===== config.mk =====
export PLATFORM = sky130hd
export DESIGN_NAME = multicycle_main_control
export DESIGN_NICKNAME = d
export VERILOG_FILES = /design/src/rtl/multicycle_ctrl_pkg.sv /design/src/rtl/mc_ctrl_out_decode.sv /design/src/rtl/multicycle_main_control.sv
export SDC_FILE = /design/constraint.sdc
export NUM_CORES = 1
export LEC_CHECK = 0
export ABC_AREA = 1
export CELL_PAD_IN_SITES_DETAIL_PLACEMENT = 2
export CELL_PAD_IN_SITES_GLOBAL_PLACEMENT = 2
export CORE_ASPECT_RATIO = 2
export CORE_MARGIN = 1
export CORE_UTILIZATION = 17
export CTS_CLUSTER_SIZE = 14
export DETAILED_ROUTE_END_ITERATION = 12
export GPL_ROUTABILITY_DRIVEN = 0
export PLACE_DENSITY_LB_ADDON = 0.1
export SLEW_MARGIN = 20
export SYNTH_ARGS = -nofsm -noshare
export SYNTH_HDL_FRONTEND = slang
export SYNTH_SLANG_ARGS = --single-unit

===== constraint.sdc =====
create_clock -name clk -period 3.2 [get_ports clk]
set_input_delay 0.64 -clock clk [delete_from_list [all_inputs] [get_ports clk]]
set_output_delay 0.64 -clock clk [all_outputs]
set_load 0.02 [all_outputs]

===== src/rtl/multicycle_ctrl_pkg.sv =====
// Shared encodings for the multi-cycle MIPS main control FSM.
// MULTICYCLE_ADDI_EN adds the ADDI_EX/ADDI_WB path; without it opcode 001000 is unsupported.
package multicycle_ctrl_pkg;

  typedef enum logic [3:0] {
    S_FETCH    = 4'd0,
    S_DECODE   = 4'd1,
    S_MEMADR   = 4'd2,
    S_MEMRD    = 4'd3,
    S_MEMWB    = 4'd4,
    S_MEMWR    = 4'd5,
    S_RTYPE_EX = 4'd6,
    S_ALUWB    = 4'd7,
    S_BRANCH   = 4'd8,
    S_JUMP     = 4'd9,
    S_ADDI_EX  = 4'd10,
    S_ADDI_WB  = 4'd11
  } state_t;

  localparam logic [5:0] OP_RTYPE = 6'b000000;
  localparam logic [5:0] OP_LW    = 6'b100011;
  localparam logic [5:0] OP_SW    = 6'b101011;
  localparam logic [5:0] OP_BEQ   = 6'b000100;
  localparam logic [5:0] OP_J     = 6'b000010;
  localparam logic [5:0] OP_ADDI  = 6'b001000;

  localparam logic [1:0] ALUOP_ADD   = 2'b00;
  localparam logic [1:0] ALUOP_SUB   = 2'b01;
  localparam logic [1:0] ALUOP_FUNCT = 2'b10;

  localparam logic [1:0] SRCB_REGB    = 2'b00;
  localparam logic [1:0] SRCB_FOUR    = 2'b01;
  localparam logic [1:0] SRCB_IMM     = 2'b10;
  localparam logic [1:0] SRCB_IMM_SL2 = 2'b11;

  localparam logic [1:0] PCSRC_ALU    = 2'b00;
  localparam logic [1:0] PCSRC_ALUOUT = 2'b01;
  localparam logic [1:0] PCSRC_JUMP   = 2'b10;

  typedef struct packed {
    logic       pc_write;
    logic       pc_write_cond;
    logic       iord;
    logic       mem_read;
    logic       mem_write;
    logic       ir_write;
    logic       mem_to_reg;
    logic       reg_dst;
    logic       reg_write;
    logic       alu_src_a;
    logic [1:0] alu_src_b;
    logic [1:0] alu_op;
    logic [1:0] pc_source;
    logic       illegal_op;
  } ctrl_t;

  function automatic logic opcode_supported(input logic [5:0] op);
    logic ok;
    case (op)
      OP_RTYPE, OP_LW, OP_SW, OP_BEQ, OP_J: ok = 1'b1;
`ifdef MULTICYCLE_ADDI_EN
      OP_ADDI: ok = 1'b1;
`else
      OP_ADDI: ok = 1'b0;
`endif
      default: ok = 1'b0;
    endcase
    return ok;
  endfunction

endpackage


===== src/rtl/mc_ctrl_out_decode.sv =====
// Combinational state (+mem_ready, opcode) to datapath control word.
// MULTICYCLE_ADDI_EN enables decoding of the ADDI_EX/ADDI_WB states.
module mc_ctrl_out_decode
  import multicycle_ctrl_pkg::*;
(
  input  logic        i_reset,
  input  logic [3:0]  i_state,
  input  logic        i_mem_ready,
  input  logic [5:0]  i_opcode,
  output ctrl_t       o_ctrl
);

  always_comb begin
    o_ctrl = '0;
    // Reset and undefined encodings leave every enable and select low.
    if (!i_reset) begin
      case (i_state)
        S_FETCH: begin
          o_ctrl.mem_read  = 1'b1;
          o_ctrl.alu_src_b = SRCB_FOUR;
          o_ctrl.alu_op    = ALUOP_ADD;
          o_ctrl.pc_source = PCSRC_ALU;
          o_ctrl.pc_write  = i_mem_ready;
          o_ctrl.ir_write  = i_mem_ready;
        end
        S_DECODE: begin
          o_ctrl.alu_src_b  = SRCB_IMM_SL2;
          o_ctrl.alu_op     = ALUOP_ADD;
          o_ctrl.illegal_op = !opcode_supported(i_opcode);
        end
        S_MEMADR: begin
          o_ctrl.alu_src_a = 1'b1;
          o_ctrl.alu_src_b = SRCB_IMM;
          o_ctrl.alu_op    = ALUOP_ADD;
        end
        S_MEMRD: begin
          o_ctrl.iord     = 1'b1;
          o_ctrl.mem_read = 1'b1;
        end
        S_MEMWB: begin
          o_ctrl.mem_to_reg = 1'b1;
          o_ctrl.reg_write  = 1'b1;
        end
        S_MEMWR: begin
          o_ctrl.iord      = 1'b1;
          o_ctrl.mem_write = 1'b1;
        end
        S_RTYPE_EX: begin
          o_ctrl.alu_src_a = 1'b1;
          o_ctrl.alu_src_b = SRCB_REGB;
          o_ctrl.alu_op    = ALUOP_FUNCT;
        end
        S_ALUWB: begin
          o_ctrl.reg_dst   = 1'b1;
          o_ctrl.reg_write = 1'b1;
        end
        S_BRANCH: begin
          o_ctrl.alu_src_a     = 1'b1;
          o_ctrl.alu_src_b     = SRCB_REGB;
          o_ctrl.alu_op        = ALUOP_SUB;
          o_ctrl.pc_write_cond = 1'b1;
          o_ctrl.pc_source     = PCSRC_ALUOUT;
        end
        S_JUMP: begin
          o_ctrl.pc_write  = 1'b1;
          o_ctrl.pc_source = PCSRC_JUMP;
        end
`ifdef MULTICYCLE_ADDI_EN
        S_ADDI_EX: begin
          o_ctrl.alu_src_a = 1'b1;
          o_ctrl.alu_src_b = SRCB_IMM;
          o_ctrl.alu_op    = ALUOP_ADD;
        end
        S_ADDI_WB: begin
          o_ctrl.reg_write = 1'b1;
        end
`endif
        default: o_ctrl = '0;
      endcase
    end
  end

endmodule


===== src/rtl/multicycle_main_control.sv =====
// Main control FSM for the multi-cycle MIPS datapath: state register and next-state logic.
// MULTICYCLE_ADDI_EN adds the ADDI_EX -> ADDI_WB sequence for opcode 001000.
module multicycle_main_control
  import multicycle_ctrl_pkg::*;
#(
  parameter int STATE_W = 4
) (
  input  logic               clk,
  input  logic               reset,
  input  logic [5:0]         opcode,
  input  logic               mem_ready,
  output logic               pc_write,
  output logic               pc_write_cond,
  output logic               iord,
  output logic               mem_read,
  output logic               mem_write,
  output logic               ir_write,
  output logic               mem_to_reg,
  output logic               reg_dst,
  output logic               reg_write,
  output logic               alu_src_a,
  output logic [1:0]         alu_src_b,
  output logic [1:0]         alu_op,
  output logic [1:0]         pc_source,
  output logic               illegal_op,
  output logic [STATE_W-1:0] state
);

  logic [STATE_W-1:0] r_state;
  logic [STATE_W-1:0] w_next_state;
  ctrl_t              w_ctrl;

  always_ff @(posedge clk) begin
    if (reset) r_state <= S_FETCH;
    else       r_state <= w_next_state;
  end

  // Unlisted encodings fall through to FETCH.
  always_comb begin
    w_next_state = S_FETCH;
    case (r_state)
      S_FETCH:  w_next_state = mem_ready ? S_DECODE : S_FETCH;
      S_DECODE: begin
        case (opcode)
          OP_LW, OP_SW: w_next_state = S_MEMADR;
          OP_RTYPE:     w_next_state = S_RTYPE_EX;
          OP_BEQ:       w_next_state = S_BRANCH;
          OP_J:         w_next_state = S_JUMP;
`ifdef MULTICYCLE_ADDI_EN
          OP_ADDI:      w_next_state = S_ADDI_EX;
`endif
          default:      w_next_state = S_FETCH;
        endcase
      end
      S_MEMADR: begin
        if (opcode == OP_LW)      w_next_state = S_MEMRD;
        else if (opcode == OP_SW) w_next_state = S_MEMWR;
        else                      w_next_state = S_FETCH;
      end
      S_MEMRD:    w_next_state = mem_ready ? S_MEMWB : S_MEMRD;
      S_MEMWB:    w_next_state = S_FETCH;
      S_MEMWR:    w_next_state = mem_ready ? S_FETCH : S_MEMWR;
      S_RTYPE_EX: w_next_state = S_ALUWB;
      S_ALUWB:    w_next_state = S_FETCH;
      S_BRANCH:   w_next_state = S_FETCH;
      S_JUMP:     w_next_state = S_FETCH;
`ifdef MULTICYCLE_ADDI_EN
      S_ADDI_EX:  w_next_state = S_ADDI_WB;
      S_ADDI_WB:  w_next_state = S_FETCH;
`endif
      default:    w_next_state = S_FETCH;
    endcase
  end

  mc_ctrl_out_decode u_out_decode (
    .i_reset     (reset),
    .i_state     (r_state),
    .i_mem_ready (mem_ready),
    .i_opcode    (opcode),
    .o_ctrl      (w_ctrl)
  );

  assign pc_write      = w_ctrl.pc_write;
  assign pc_write_cond = w_ctrl.pc_write_cond;
  assign iord          = w_ctrl.iord;
  assign mem_read      = w_ctrl.mem_read;
  assign mem_write     = w_ctrl.mem_write;
  assign ir_write      = w_ctrl.ir_write;
  assign mem_to_reg    = w_ctrl.mem_to_reg;
  assign reg_dst       = w_ctrl.reg_dst;
  assign reg_write     = w_ctrl.reg_write;
  assign alu_src_a     = w_ctrl.alu_src_a;
  assign alu_src_b     = w_ctrl.alu_src_b;
  assign alu_op        = w_ctrl.alu_op;
  assign pc_source     = w_ctrl.pc_source;
  assign illegal_op    = w_ctrl.illegal_op;
  assign state         = r_state;

endmodule

---- After elaboration in Yosys (flattened, before gate mapping) ----
Index checks and enable logic that the tools add are counted.
operators by class
  mux-type cells .......................... 24
  equality and inequality tests ........... 13
  reductions and logical operators ........ 9
operators with widths
  operator              number
  $pmux W4 S6           1
  $pmux W4 S5           1
  $mux W17              1
  $eq A4 B3 Y1 const B  4
  $pmux W4 S4           1
  $mux W1               14
  $eq A6 B6 Y1 const B  2
  $mux W3               4
  $eq A4 B2 Y1 const B  2
  $eq A4 B4 Y1 const B  2
  $reduce_or A2 Y1      4
  $eq A6 B2 Y1 const B  1
  $eq A6 B3 Y1 const B  1
  $logic_not A6 Y1      1
  $reduce_or A5 Y1      1
  $eq A4 B1 Y1 const B  1
  $logic_not A4 Y1      1
  $pmux W2 S2           1
  $reduce_or A3 Y1      1
  $pmux W1 S2           1
  $logic_not A1 Y1      1
word-level totals
  input port bits ......................... 9
  word-level logic and storage cells ...... 47
  bits in registers ....................... 4

---- Longest topological paths before layout ----
  depth after elaboration ................. 8
  depth in mapped cells ................... 8

---- By module ----
A second synthesis with hierarchy kept.
second synthesis, totals
  cells, all modules ...................... 112
  area, all modules ....................... 594.3 sq um
by module, submodules not included
  module                   seq. area each (sq um)  cells each  times used  area each (sq um)
  multicycle_main_control  80.1                    69          1           372.9
  mc_ctrl_out_decode       0.0                     43          1           221.5

---- Least setup slack after synthesis ----
No wires, ideal clock.
  path kind ............................... input to output
  start ................................... input port reset
  end ..................................... output port pc_source[0]
  setup slack ............................. 0.961 ns
  required time ........................... 2.560 ns
  arrival ................................. 1.599 ns
  cell stages on the path ................. 5
  cells stage by stage .................... buf_2 -> inv_1 -> nand3_1 -> nor2_1 -> buf_4
on the way
  word-level cells in the longest chain between the ends .. 1
ends and longest elaborated chain
  what         RTL line                       source
  from (decl)  multicycle_main_control.sv:9   input logic reset,
  $mux W17     mc_ctrl_out_decode.sv:16       if (!i_reset) begin
  to (decl)    multicycle_main_control.sv:24  output logic [1:0] pc_source,
No other way between the ends.

---- Final worst setup path ----
  start ................................... input port opcode[1]
  end ..................................... output port illegal_op
on the way
  word-level cells in the longest chain between the ends .. 8
  elaborated cells on any way between the ends .. 12
  classes of those cells .................. 4 x eq/ne; 5 x mux; 3 x reduce/logical
ends and longest elaborated chain
  what                                        RTL line                       source
  from (decl)                                 multicycle_main_control.sv:10  input logic [5:0] opcode,
  $eq A6 B6 Y1, or another cell as far along  multicycle_ctrl_pkg.sv:59      case (op)
  $reduce_or A5 Y1 (*)                        multicycle_ctrl_pkg.sv:59
  $mux W1 (*)                                 multicycle_ctrl_pkg.sv:59
  $mux W1 (*)                                 mc_ctrl_out_decode.sv:17       case (i_state)
  $mux W1 (*)                                 mc_ctrl_out_decode.sv:16
  $logic_not A1 Y1 (*)                        mc_ctrl_out_decode.sv:29       o_ctrl.illegal_op = !opcode_supported(i_opcode);
  $mux W1 (*)                                 mc_ctrl_out_decode.sv:17
  $mux W17 (*)                                mc_ctrl_out_decode.sv:16
  to (decl)                                   multicycle_main_control.sv:25  output logic illegal_op,
Mark *: on every way between the ends. The rest lies on a longest branch, timed or not. The select of a mux whose other input is x is not followed.

==> flow_summary.toml <==
[detailed_routing]
dr.first_iter.drc_count = 2
finalWirelength_mm = 2.27
drcViolationCount = 0
dr_total_vias = 730
wl_per_cell_um = 14.8
routed_via_density = 4.77
ant_nets = 0
dr.pass1.iters = 3

[timing]
fin_tns_setup_ps = 0
finalClockSkew_ps = 3.22
hold_viol = 0
period_minus_slack_ps = 2880
rsz0062_at_grt = "no"
maxSlewHeadroom = 0.823
timing.fmax_mhz = 347
maxSlewViolCount = 0
period_share = 0.901
setup_viol = 0
worst_slew_pin_slew_ps = 266
timing.final.ws_setup_ps = 316

[setup_path]
critPathMaxFanout = 3
r2r_end = "state[1]$_SDFF_PP0_"
worstPathRequired_ps = 2560
r2r_cells = 8
crit_path_end_kind = "primary output"
cp.arrival_ps = 2240
setup.worst_path.class = "in -> out"
critPathLaunchType = "primary input"
reg2reg_from = "state[0]$_SDFF_PP0_"
rrSetupSlack_ps = 1890

[status]
status = "completed"

[place]
pre_cts_ws_ps = 280
port_buffers = 29
place_hpwl_mm = 2.08
dp.cells = 150

[finish]
multi_input_area_um2 = 339
most-common-layout-cells = "29 x clkdlybuf4s50_1, 22 x nor2_1, 22 x nand2_1, 9 x inv_1, 8 x nand3_1"
utilization = 0.311
instances_no_fill = 153
fillers = 362
n_antenna_cell = 0
largest_register_ffs = 4
final_nets = 135
final_common_cell = "clkdlybuf4s50_1"
drive_gt1_frac = 0.145
regArea_um2 = 80.1
syn_to_final_growth_pct = 74.4

[power_and_ir_drop]
vdd_drop_max_v = 0.000215
p_per_area_nw_per_um2 = 247
p_leak_nw = 0.371
power_mw = 0.210

[clock_network]
cts_setup_buffers = 0
clkTransAtPathRegs_ps = 30
tritoncts = "yes"
cts_root_buffer = "clkbuf_8"
clockBufferDepth = 2
holdBufCountCts = 0
htreeDepth = 1
cts_num_sinks = 4
cts.repair.resized = 0
cts-buffers-inserted = 3
clk_latency_ps = 210

[synth]
yosys.area.top_type_share = 0.169
yosysTopAreaCell = "nand2_1"
ys_warn_count = 0
synthCells = 93
yosysSeqAreaShare = 0.164
avgSynthCellArea_um2 = 5.25
synth_area_um2 = 488
synthTopCellsByArea = "nand2_1 17%, nor2_1 17%, dfxtp_1 16%"
syn_nets = 102
ys_ff_latch = 4
synth_cell_types = 19

[min_path]
worst_hold_path_type = "reg -> reg"
hold_start = "state[1]$_SDFF_PP0_"
hold_depth = 6
whs_endpoint = "state[2]$_SDFF_PP0_"

[floorplan]
num_io_pins = 30
die_area_um2 = 3100
num_rows = 27
die_h_um = 77.8
fp.dieW_um = 39.9
initial_core_util = 0.178
coreArea_um2 = 2740

[global_route]
grt_pass1_vias = 836
grt_pass1_wl_mm = 3.66
grt_max_degree = 9
antenna_found_initial = 0
grtUsageTotal = 0.169
grt-ovfl-total = 0

[flow_run]
cap_violations = 0
[per-layer routing]
metal / share of wire / up-vias / global-route usage
met5: 0 / - / 0
met4: 0.033 / 0 / 0.0724
met3: 0.028 / 5 / 0.0114
met2: 0.67 / 27 / 0.363
met1: 0.27 / 345 / 0.118
li1: - / 353 / -
[where the power goes]
part,switching (mW),total [mW],internal [mW]
Sequential,0.00183,0.0530,0.0512
Clock,0.0238,0.104,0.0800
Combinational,0.0295,0.0536,0.0241
Total,0.0551,0.210,0.155
[stage by stage]
stage | area (µm²) | hold WS, ps
floorplan | 488 | 799
global placement | 810 | 879
detailed placement | 810 | 888
CTS | 851 | 896
global route | 851 | 932
finish | 851 | 869
[kinds of logic after synthesis]
| kind of cell | Yosys count | synth area share |
|---|---|---|
| flip-flops | 4 | 0.164 |
| buffers and inverters | 17 | 0.141 |
| AND/OR/NAND/NOR | 64 | 0.595 |
| AO/OA/AOI/OAI | 8 | 0.100 |
[worst max-delay path, stage by stage]
cell and delay (ps):
clkdlybuf4s50_1 500, nor2_1 80, nand3_1 130, nand2_1 100, nor3_2 170, clkdlybuf4s50_1 620
[synthesized netlist by cell type]
cell	count
o22ai_1	2
nand4_1	3
buf_4	1
nor2_2	5
a21oi_2	1
a21oi_1	4
nand2_1	22
inv_2	5
nor3_2	1
buf_2	1
nand3b_1	1
inv_1	9
nor2_1	22
nand2_2	1
nor2_4	1
nand3_1	8
a211oi_1	1
clkinv_1	1
dfxtp_1	4
[worst max-delay path by stage]
stage	startpoint	end	slack [ps]	cells after the start
2_1_floorplan	reset	pc_source[0]	960	5
3_3_place_gp	opcode[3]	illegal_op	310	6
3_5_place_dp	reset	pc_write	280	5
4_1_cts	reset	pc_write	280	5
5_1_grt	reset	pc_write	220	5
6_report	opcode[1]	illegal_op	320	6
[area by class of cell]
type / instances / share of cell area
clock buffer: 3 / 0.0485
multi-input combinational: 72 / 0.399
sequential: 4 / 0.0941
tap: 29 / 0.0426
timing repair buffer: 30 / 0.350
inverter: 15 / 0.0662
Power figures use the tool's default switching activity.
